--- config.mk ---
export PLATFORM = sky130hd
export DESIGN_NAME = tone_sched
export DESIGN_NICKNAME = d
export VERILOG_FILES = /design/src/rtl/tone_sched.sv
export SDC_FILE = /design/constraint.sdc
export NUM_CORES = 1
export LEC_CHECK = 0
export BUFFER_PORTS_ARGS = -buffer_cell sky130_fd_sc_hd__buf_2
export CAP_MARGIN = 20
export CELL_PAD_IN_SITES_DETAIL_PLACEMENT = 0
export CELL_PAD_IN_SITES_GLOBAL_PLACEMENT = 1
export CORE_MARGIN = 2
export CORE_UTILIZATION = 25
export CTS_CLUSTER_SIZE = 20
export DETAILED_ROUTE_END_ITERATION = 8
export MAX_ROUTING_LAYER = met4
export PLACE_DENSITY_LB_ADDON = 0.1
export SLEW_MARGIN = 30
export SYNTH_ARGS = -nofsm -noshare
export SYNTH_HDL_FRONTEND = slang
export SYNTH_SLANG_ARGS = --single-unit
--- constraint.sdc ---
create_clock -name clk -period 3.6 [get_ports clk]
set_input_delay 0.54 -clock clk [delete_from_list [all_inputs] [get_ports clk]]
set_output_delay 0.54 -clock clk [all_outputs]
set_load 0.01 [all_outputs]
--- src/rtl/tone_sched.sv ---
// Speaker arbiter: queues tone requests, grants one requester at a time,
// plays a fixed-length square-wave burst, then holds a silent gap.
// Define TONE_SCHED_PRIO_EN for fixed priority (lowest index wins); default is round-robin.
//
// state  | meaning
// S_IDLE | waiting for a pending request; arbitrates when one exists
// S_PLAY | grant held, square wave driven from the latched half-period
// S_GAP  | speaker silent for GAP_CYC cycles before the next arbitration
module tone_sched #(
  parameter int NREQ    = 3,
  parameter int HPW     = 20,
  parameter int DUR_CYC = 62500000,
  parameter int GAP_CYC = 1250000
) (
  input  logic                clk,
  input  logic                clr,
  input  logic [NREQ-1:0]     req,
  input  logic [NREQ*HPW-1:0] half_period,
  output logic [NREQ-1:0]     grant,
  output logic                busy,
  output logic [NREQ-1:0]     done,
  output logic                toneout
);

  localparam int IW = (NREQ > 1) ? $clog2(NREQ) : 1;
  localparam int DW = (DUR_CYC > 1) ? $clog2(DUR_CYC) : 1;
  localparam int GW = (GAP_CYC > 1) ? $clog2(GAP_CYC) : 1;
  localparam logic [DW-1:0] DUR_LAST = DW'(DUR_CYC - 1);
  localparam logic [GW-1:0] GAP_LAST = GW'((GAP_CYC > 0) ? GAP_CYC - 1 : 0);

  typedef enum logic [1:0] {S_IDLE, S_PLAY, S_GAP} state_t;

  state_t          state_q, state_d;
  logic [NREQ-1:0] pend_q, pend_d;
  logic [HPW-1:0]  hp_q, hp_d;
  logic [HPW-1:0]  hp_cnt_q, hp_cnt_d;
  logic [DW-1:0]   dur_cnt_q, dur_cnt_d;
  logic [GW-1:0]   gap_cnt_q, gap_cnt_d;
  logic [NREQ-1:0] grant_q, grant_d;
  logic [NREQ-1:0] done_q, done_d;
  logic            busy_q, busy_d;
  logic            tone_q, tone_d;

  logic            found;
  logic [IW-1:0]   pick;
  logic [NREQ-1:0] pick_oh;

`ifndef TONE_SCHED_PRIO_EN
  logic [IW-1:0]   last_q, last_d;
  logic [IW:0]     rr_sum;
`endif

  // Arbitration over the pending set; later loop iterations take precedence.
  always_comb begin
    found = 1'b0;
    pick  = '0;
`ifdef TONE_SCHED_PRIO_EN
    for (int i = NREQ - 1; i >= 0; i--) begin
      if (pend_q[i]) begin
        found = 1'b1;
        pick  = IW'(i);
      end
    end
`else
    rr_sum = '0;
    // Offset 1 from the last owner is tried last so it wins; offset NREQ is the last owner itself.
    for (int i = NREQ; i >= 1; i--) begin
      rr_sum = {1'b0, last_q} + (IW+1)'(i);
      if (rr_sum >= (IW+1)'(NREQ)) rr_sum = rr_sum - (IW+1)'(NREQ);
      if (pend_q[rr_sum[IW-1:0]]) begin
        found = 1'b1;
        pick  = rr_sum[IW-1:0];
      end
    end
`endif
  end

  assign pick_oh = NREQ'(1) << pick;

  always_ff @(posedge clk) begin
    if (clr) begin
      state_q <= S_IDLE;
    end else begin
      state_q <= state_d;
    end
  end

  always_comb begin
    state_d = state_q;
    case (state_q)
      S_IDLE: if (found) state_d = S_PLAY;
      S_PLAY: if (dur_cnt_q == DUR_LAST) state_d = (GAP_CYC == 0) ? S_IDLE : S_GAP;
      S_GAP:  if (gap_cnt_q == GAP_LAST) state_d = S_IDLE;
      default: state_d = S_IDLE;
    endcase
  end

  always_comb begin
    pend_d    = pend_q | req;
    hp_d      = hp_q;
    hp_cnt_d  = hp_cnt_q;
    dur_cnt_d = dur_cnt_q;
    gap_cnt_d = gap_cnt_q;
    grant_d   = grant_q;
    done_d    = '0;
    tone_d    = tone_q;
`ifndef TONE_SCHED_PRIO_EN
    last_d    = last_q;
`endif
    case (state_q)
      S_IDLE: begin
        tone_d = 1'b0;
        if (found) begin
          // A request arriving on the granting edge keeps the bit set.
          pend_d    = (pend_q & ~pick_oh) | req;
          grant_d   = pick_oh;
          hp_cnt_d  = '0;
          dur_cnt_d = '0;
`ifndef TONE_SCHED_PRIO_EN
          last_d    = pick;
`endif
          for (int k = 0; k < NREQ; k++) begin
            if (pick == IW'(k)) hp_d = half_period[k*HPW +: HPW];
          end
        end
      end
      S_PLAY: begin
        dur_cnt_d = dur_cnt_q + DW'(1);
        if (hp_q == '0) begin
          tone_d   = 1'b0;
          hp_cnt_d = '0;
        end else if (hp_cnt_q == hp_q - HPW'(1)) begin
          tone_d   = ~tone_q;
          hp_cnt_d = '0;
        end else begin
          hp_cnt_d = hp_cnt_q + HPW'(1);
        end
        if (dur_cnt_q == DUR_LAST) begin
          grant_d   = '0;
          done_d    = grant_q;
          tone_d    = 1'b0;
          gap_cnt_d = '0;
        end
      end
      S_GAP: begin
        tone_d    = 1'b0;
        gap_cnt_d = gap_cnt_q + GW'(1);
      end
      default: begin
        grant_d = '0;
        tone_d  = 1'b0;
      end
    endcase
    busy_d = (state_d != S_IDLE);
  end

  always_ff @(posedge clk) begin
    if (clr) begin
      pend_q    <= '0;
      hp_q      <= '0;
      hp_cnt_q  <= '0;
      dur_cnt_q <= '0;
      gap_cnt_q <= '0;
      grant_q   <= '0;
      done_q    <= '0;
      busy_q    <= 1'b0;
      tone_q    <= 1'b0;
`ifndef TONE_SCHED_PRIO_EN
      last_q    <= IW'(NREQ - 1);
`endif
    end else begin
      pend_q    <= pend_d;
      hp_q      <= hp_d;
      hp_cnt_q  <= hp_cnt_d;
      dur_cnt_q <= dur_cnt_d;
      gap_cnt_q <= gap_cnt_d;
      grant_q   <= grant_d;
      done_q    <= done_d;
      busy_q    <= busy_d;
      tone_q    <= tone_d;
`ifndef TONE_SCHED_PRIO_EN
      last_q    <= last_d;
`endif
    end
  end

  assign grant   = grant_q;
  assign done    = done_q;
  assign busy    = busy_q;
  assign toneout = tone_q;

endmodule

== Yosys cells after proc, flatten, opt, wreduce, memory -nomap -nowiden ==
Cells that the tools add are included.

* Output and inout port bits: 8
* Word-level logic and storage cells: 94
* Input bits: 65
* ROM bits: 0
* Bits in writable memories: 0
* Bits in latches: 0
* Memories kept: 0
* Register bits after elaboration: 102

* Eq/ne operators: 9
* Bitwise operators: 8
* Div/mod/pow operators: 0
* $add $sub $neg: 10
* Shifts and indexed selects: 1
* Reduce and logical (&&, ||, !) cells: 14
* Muxes and demuxes: 35
* Order comparisons: 6
* Multipliers: 0

{| class="wikitable"
|+ Operator list
! kind !! number
|-
| $mux W20 || 6
|-
| $pmux W26 S2 || 1
|-
| $pmux W21 S2 || 1
|-
| $pmux W20 S2 || 1
|-
| $add A26 B1 Y26 const B || 1
|-
| $eq A26 B26 Y1 const B || 1
|-
| $mux W26 || 1
|-
| $add A21 B1 Y21 const B || 1
|-
| $eq A21 B21 Y1 const B || 1
|-
| $mux W21 || 1
|-
| $add A20 B1 Y20 const B || 1
|-
| $eq A20 B20 Y1 || 1
|-
| $logic_not A20 Y1 || 1
|-
| $sub A20 B1 Y20 const B || 1
|-
| $mux W2 || 9
|-
| $mux W3 || 4
|-
| $ge A3 B2 Y1 const B || 3
|-
| $lt A2 B3 Y1 const B || 3
|-
| $pmux W3 S3 || 1
|-
| $add A2 B2 Y3 const B || 2
|-
| $bmux W1 S2 || 3
|-
| $mux W1 || 6
|-
| $or A3 B3 Y3 || 2
|-
| $pmux W2 S3 || 1
|-
| 16 further kinds || 30
|}

== Longest topological paths before layout ==
* Word-level depth: 14
* Gate-level depth with buffers: 12

== Worst setup path before layout ==
OpenSTA, ideal clock, no wires.

* Path kind: register to register
* From: reg hp_q[0]
* To: reg hp_cnt_q[1]
* Arrival time: 2.447 ns
* Period minus slack after synthesis: 2.575 ns
* Stages on the path, launching flop included: 10
* Slack: 1.025 ns
* Data required time: 3.472 ns
* Setup time: 0.128 ns
* Path buffers: 1
* Path through: dfxtp_1 or4_4 or4b_1 a21oi_1 o31ai_1 a2111oi_4 nand3b_2 buf_6 a32oi_1 nor2_1

* Longest elaborated chain between the ends: 5
* Elaborated cells between the ends (all ways): 6

{| class="wikitable"
|+ Ends and longest elaborated chain
! item !! line !! RTL
|-
| start, declared || 35 || <nowiki>logic [HPW-1:0] hp_q, hp_d;</nowiki>
|-
| start signal, assigned || 173 || <nowiki>hp_q <= hp_d;</nowiki>
|-
| $sub A20 B1 Y20 || 132 || <nowiki>end else if (hp_cnt_q == hp_q - HPW'(1)) begin</nowiki>
|-
| $eq A20 B20 Y1 || 132 ||
|-
| $mux W20 || 132 ||
|-
| $mux W20 * || 129 || <nowiki>if (hp_q == '0) begin</nowiki>
|-
| $pmux W20 S2 * || 110 || <nowiki>case (state_q)</nowiki>
|-
| end signal, assigned || 174 || <nowiki>hp_cnt_q <= hp_cnt_d;</nowiki>
|-
| end, declared || 36 || <nowiki>logic [HPW-1:0] hp_cnt_q, hp_cnt_d;</nowiki>
|}

Mark *: on every way between the ends. The rest lies on a longest branch, timed or not.
A chain may end at the register's enable or synchronous reset.

== Worst setup path in the final report ==
* From: reg hp_q[4]
* To: reg hp_cnt_q[1]

Same word-level chain as after synthesis.

==> metrics.cfg <==
[synthesis]
postSynthCellCount=764
synth-compound-area-share_pct=18.12
synth_edf_count=0
yosys.area_share.simple_pct=31.35
synth_top_family_by_area=simple AND/OR/NAND/NOR gates
synth.distinct_cells=60
synth-seq-area-share_pct=34.88
synthXorXnorAreaFrac_pct=4.638
synthFlopType=dfxtp_1
yosys.area_share.adder_pct=1.496
syn-cell-area_sq_mm=0.005854
synth_mux_area_share_pct=5.813
avgSynthCellArea_sq_um=7.663
synthArstFlopShare_pct=0
synth_nets=836
ys_ff_latch=102
yosysWarnings=0

[global_routing]
grt_pass1_vias=5523
track_usage_pct=14.66
grt_pass1_wl_um=28080
grt_max_degree=70
grt-ovfl-total=0
antenna_found_initial=0

[clock_network]
clk_latency_ns=0.36
cts_resized=0
cts_tree=done
cts_max_level=3
numCtsBuffers=9
hold_buffers=0
cts.clk_slew.worst_paths_ns=0.08
cts_setup_buffers=0
cts.sinks=102
cts_root_buf=clkbuf_16
clockBufferDepth=2

[timing]
fin_tns_setup_ns=0
slew_headroom_pct=51.24
fmax_mhz=322.0
clock_skew_ns=0.01211
fin_crit_sh_pct=86.26
rsz0062_at_grt=false
setup_viol=0
slew_violations=0
min_period_ns=3.105
hold_viol_final=0
tightest_slew_ns=0.7286

[placed_design]
place_congestion=0.7751
placed_cell_area_sq_mm=0.006556
dp_cells=1117
io_buffers=72
dp_hpwl_um=12210

[detailed_routing]
ant_nets=0
drtIter0Drc=231
wl_met3_um=446
drt_pass1_iterations=5
met1_length_um=7777
wl_um=17150
wl_per_cell_um=15.12
wl_met2_um=8783
top_layer=met4
remaining_drc_errors=0
vias=5624
vias_per_cell=4.959

[floorplan]
core_area_sq_mm=0.02285
dieWidth_um=157.0
fp-row-count=55
initial_core_util_pct=25.62
die_area_sq_mm=0.02466
design.portCount=73
die_h_um=157.0

[finish]
area_growth_pct=17.20
layout-drive-gt1-share_pct=14.98
antenna_cells=0
multi_input_area_sq_mm=0.003625
design_area_sq_mm=0.006862
fin_util_pct=30.03
seq_area_sq_mm=0.002042
fillerInstances=2518
stdcell_count=1134
fin_nets=888

[setup_path]
cp.required_ns=3.83
critPathLaunchType=register
worst_setup_path_end_kind=register
critPathArrivalTime_ns=3.33
cp_max_fo=21
worst-setup-path-type=reg -> reg

[run_status]
status=finished clean

[power]
max-vdd-ir-drop_uv=485.8
leakage_nw=2.489
finalPower_mw=4.542
powerDensity_mw_per_mm2=662.0

[job]
cap_viol_max_count=0

[hold_path]
hp-class=in -> reg

## sequential cells by signal, summed over array words and instances (netlist names), 2 cells and up
register,flops
state_q,2
last_q,2
gap_cnt_q,21
dur_cnt_q,26
done,3
grant,3
hp_q,20
hp_cnt_q,20
pend_q,3
## cell usage after synthesis (all sizes together) (7+ instances only)
| library cell | count | area share [%] |
|---|---|---|
| mux2i | 25 | 4.3 |
| nand2 | 85 | 5.4 |
| ha | 7 | 1.5 |
| a21oi | 52 | 4.4 |
| mux2 | 8 | 1.5 |
| nor2 | 108 | 6.9 |
| dfxtp | 102 | 35 |
| inv | 12 | 0.77 |
| xnor2 | 21 | 3.1 |
| and3 | 20 | 2.1 |
| o21ai | 42 | 3.6 |
| nor4 | 14 | 1.5 |
| or2 | 9 | 0.96 |
| clkbuf | 31 | 2.0 |
| and2 | 9 | 0.96 |
| a311oi | 12 | 1.8 |
| nand3 | 39 | 3.3 |
| buf | 10 | 0.94 |
| nor3 | 27 | 2.3 |
| xor2 | 10 | 1.5 |
| a211oi | 20 | 2.6 |
| nand4 | 10 | 1.1 |
| a31oi | 8 | 0.85 |
| nand2b | 11 | 1.2 |
## critical path, stage by stage (launching register included)
cell and delay (ns):
dfxtp_1 0.40, or4_4 0.58, or2_1 0.33, o31ai_2 0.19, o2111ai_1 0.15, nor4_1 0.43, nand3b_2 0.50, a32oi_1 0.35
nor2_1 0.05
## report_power, final
group          total (mW)  leakage [nW]  internal (mW)  switching, mW
sequential           1.50         0.828           1.28          0.220
clock               0.987         0.145          0.501          0.486
combinational        2.06          1.52          0.802           1.26
## metrics by stage
stage	setup slack [ns]	hold WS, ns
floorplan	1.025	0.4473
CTS	0.4730	0.3804
global placement	0.5626	0.4663
finish	0.4946	0.3947
detailed placement	0.4597	0.4678
global route	0.2441	0.4180
## cell families after synthesis
| group | after synthesis |
|---|---|
| DFF | 102 |
| xor gates and xnor gates | 31 |
| muxes | 33 |
| buffers and inverters | 53 |
| adders and majority gates | 7 |
| and+or+nand+nor | 372 |
| AOI/OAI and AO/OA | 166 |
## final timing paths
path / from / endpoint / slack [ns] / depth (start not counted)
hold / removal: req[1] / pend_q[1]$_SDFF_PP0_ / 0.39 / 3
hold reg to reg: grant[2]$_SDFFE_PP0P_ / grant[2]$_SDFFE_PP0P_ / 0.47 / 2
setup / recovery: hp_q[4]$_SDFFE_PP0P_ / hp_cnt_q[1]$_SDFFE_PP0P_ / 0.49 / 8
setup reg to reg: hp_q[4]$_SDFFE_PP0P_ / hp_cnt_q[1]$_SDFFE_PP0P_ / 0.49 / 8
## placed cells by master, fill, tap and decap left out, types with 7 or more instances in the layout
cell type,netlist,layout
a211oi_1,20,20
a21oi_1,52,52
a311oi_1,12,12
a31oi_1,8,8
and2_1,9,9
and3_1,20,20
buf_2,2,72
buf_4,0,7
clkbuf_16,0,9
dfxtp_1,102,102
ha_1,7,7
inv_1,12,12
mux2_2,8,8
mux2i_1,25,25
nand2_1,85,85
nand2b_1,11,11
nand3_1,39,39
nand4_1,10,10
nor2_1,108,108
nor3_1,27,27
nor4_1,14,14
o21ai_0,41,41
or2_2,8,8
xnor2_1,21,21
xor2_1,10,10
## routing by layer
layer | track usage, % | up-vias
met3 | 2.726 | 9
met2 | 26.71 | 77
li1 | - | 2860
met4 | 3.550 | 0
met5 | - | -
met1 | 16.55 | 2678
## final cells by class
class | count | share of cell area [%]
clock inverter | 6 | 0.7476
clock buffer | 10 | 3.483
timing repair buffer | 82 | 6.820
inverter | 12 | 0.6565
sequential | 102 | 29.76
tap | 313 | 5.708
multi-input combinational | 609 | 52.83
(Power assumes the default switching activity.)
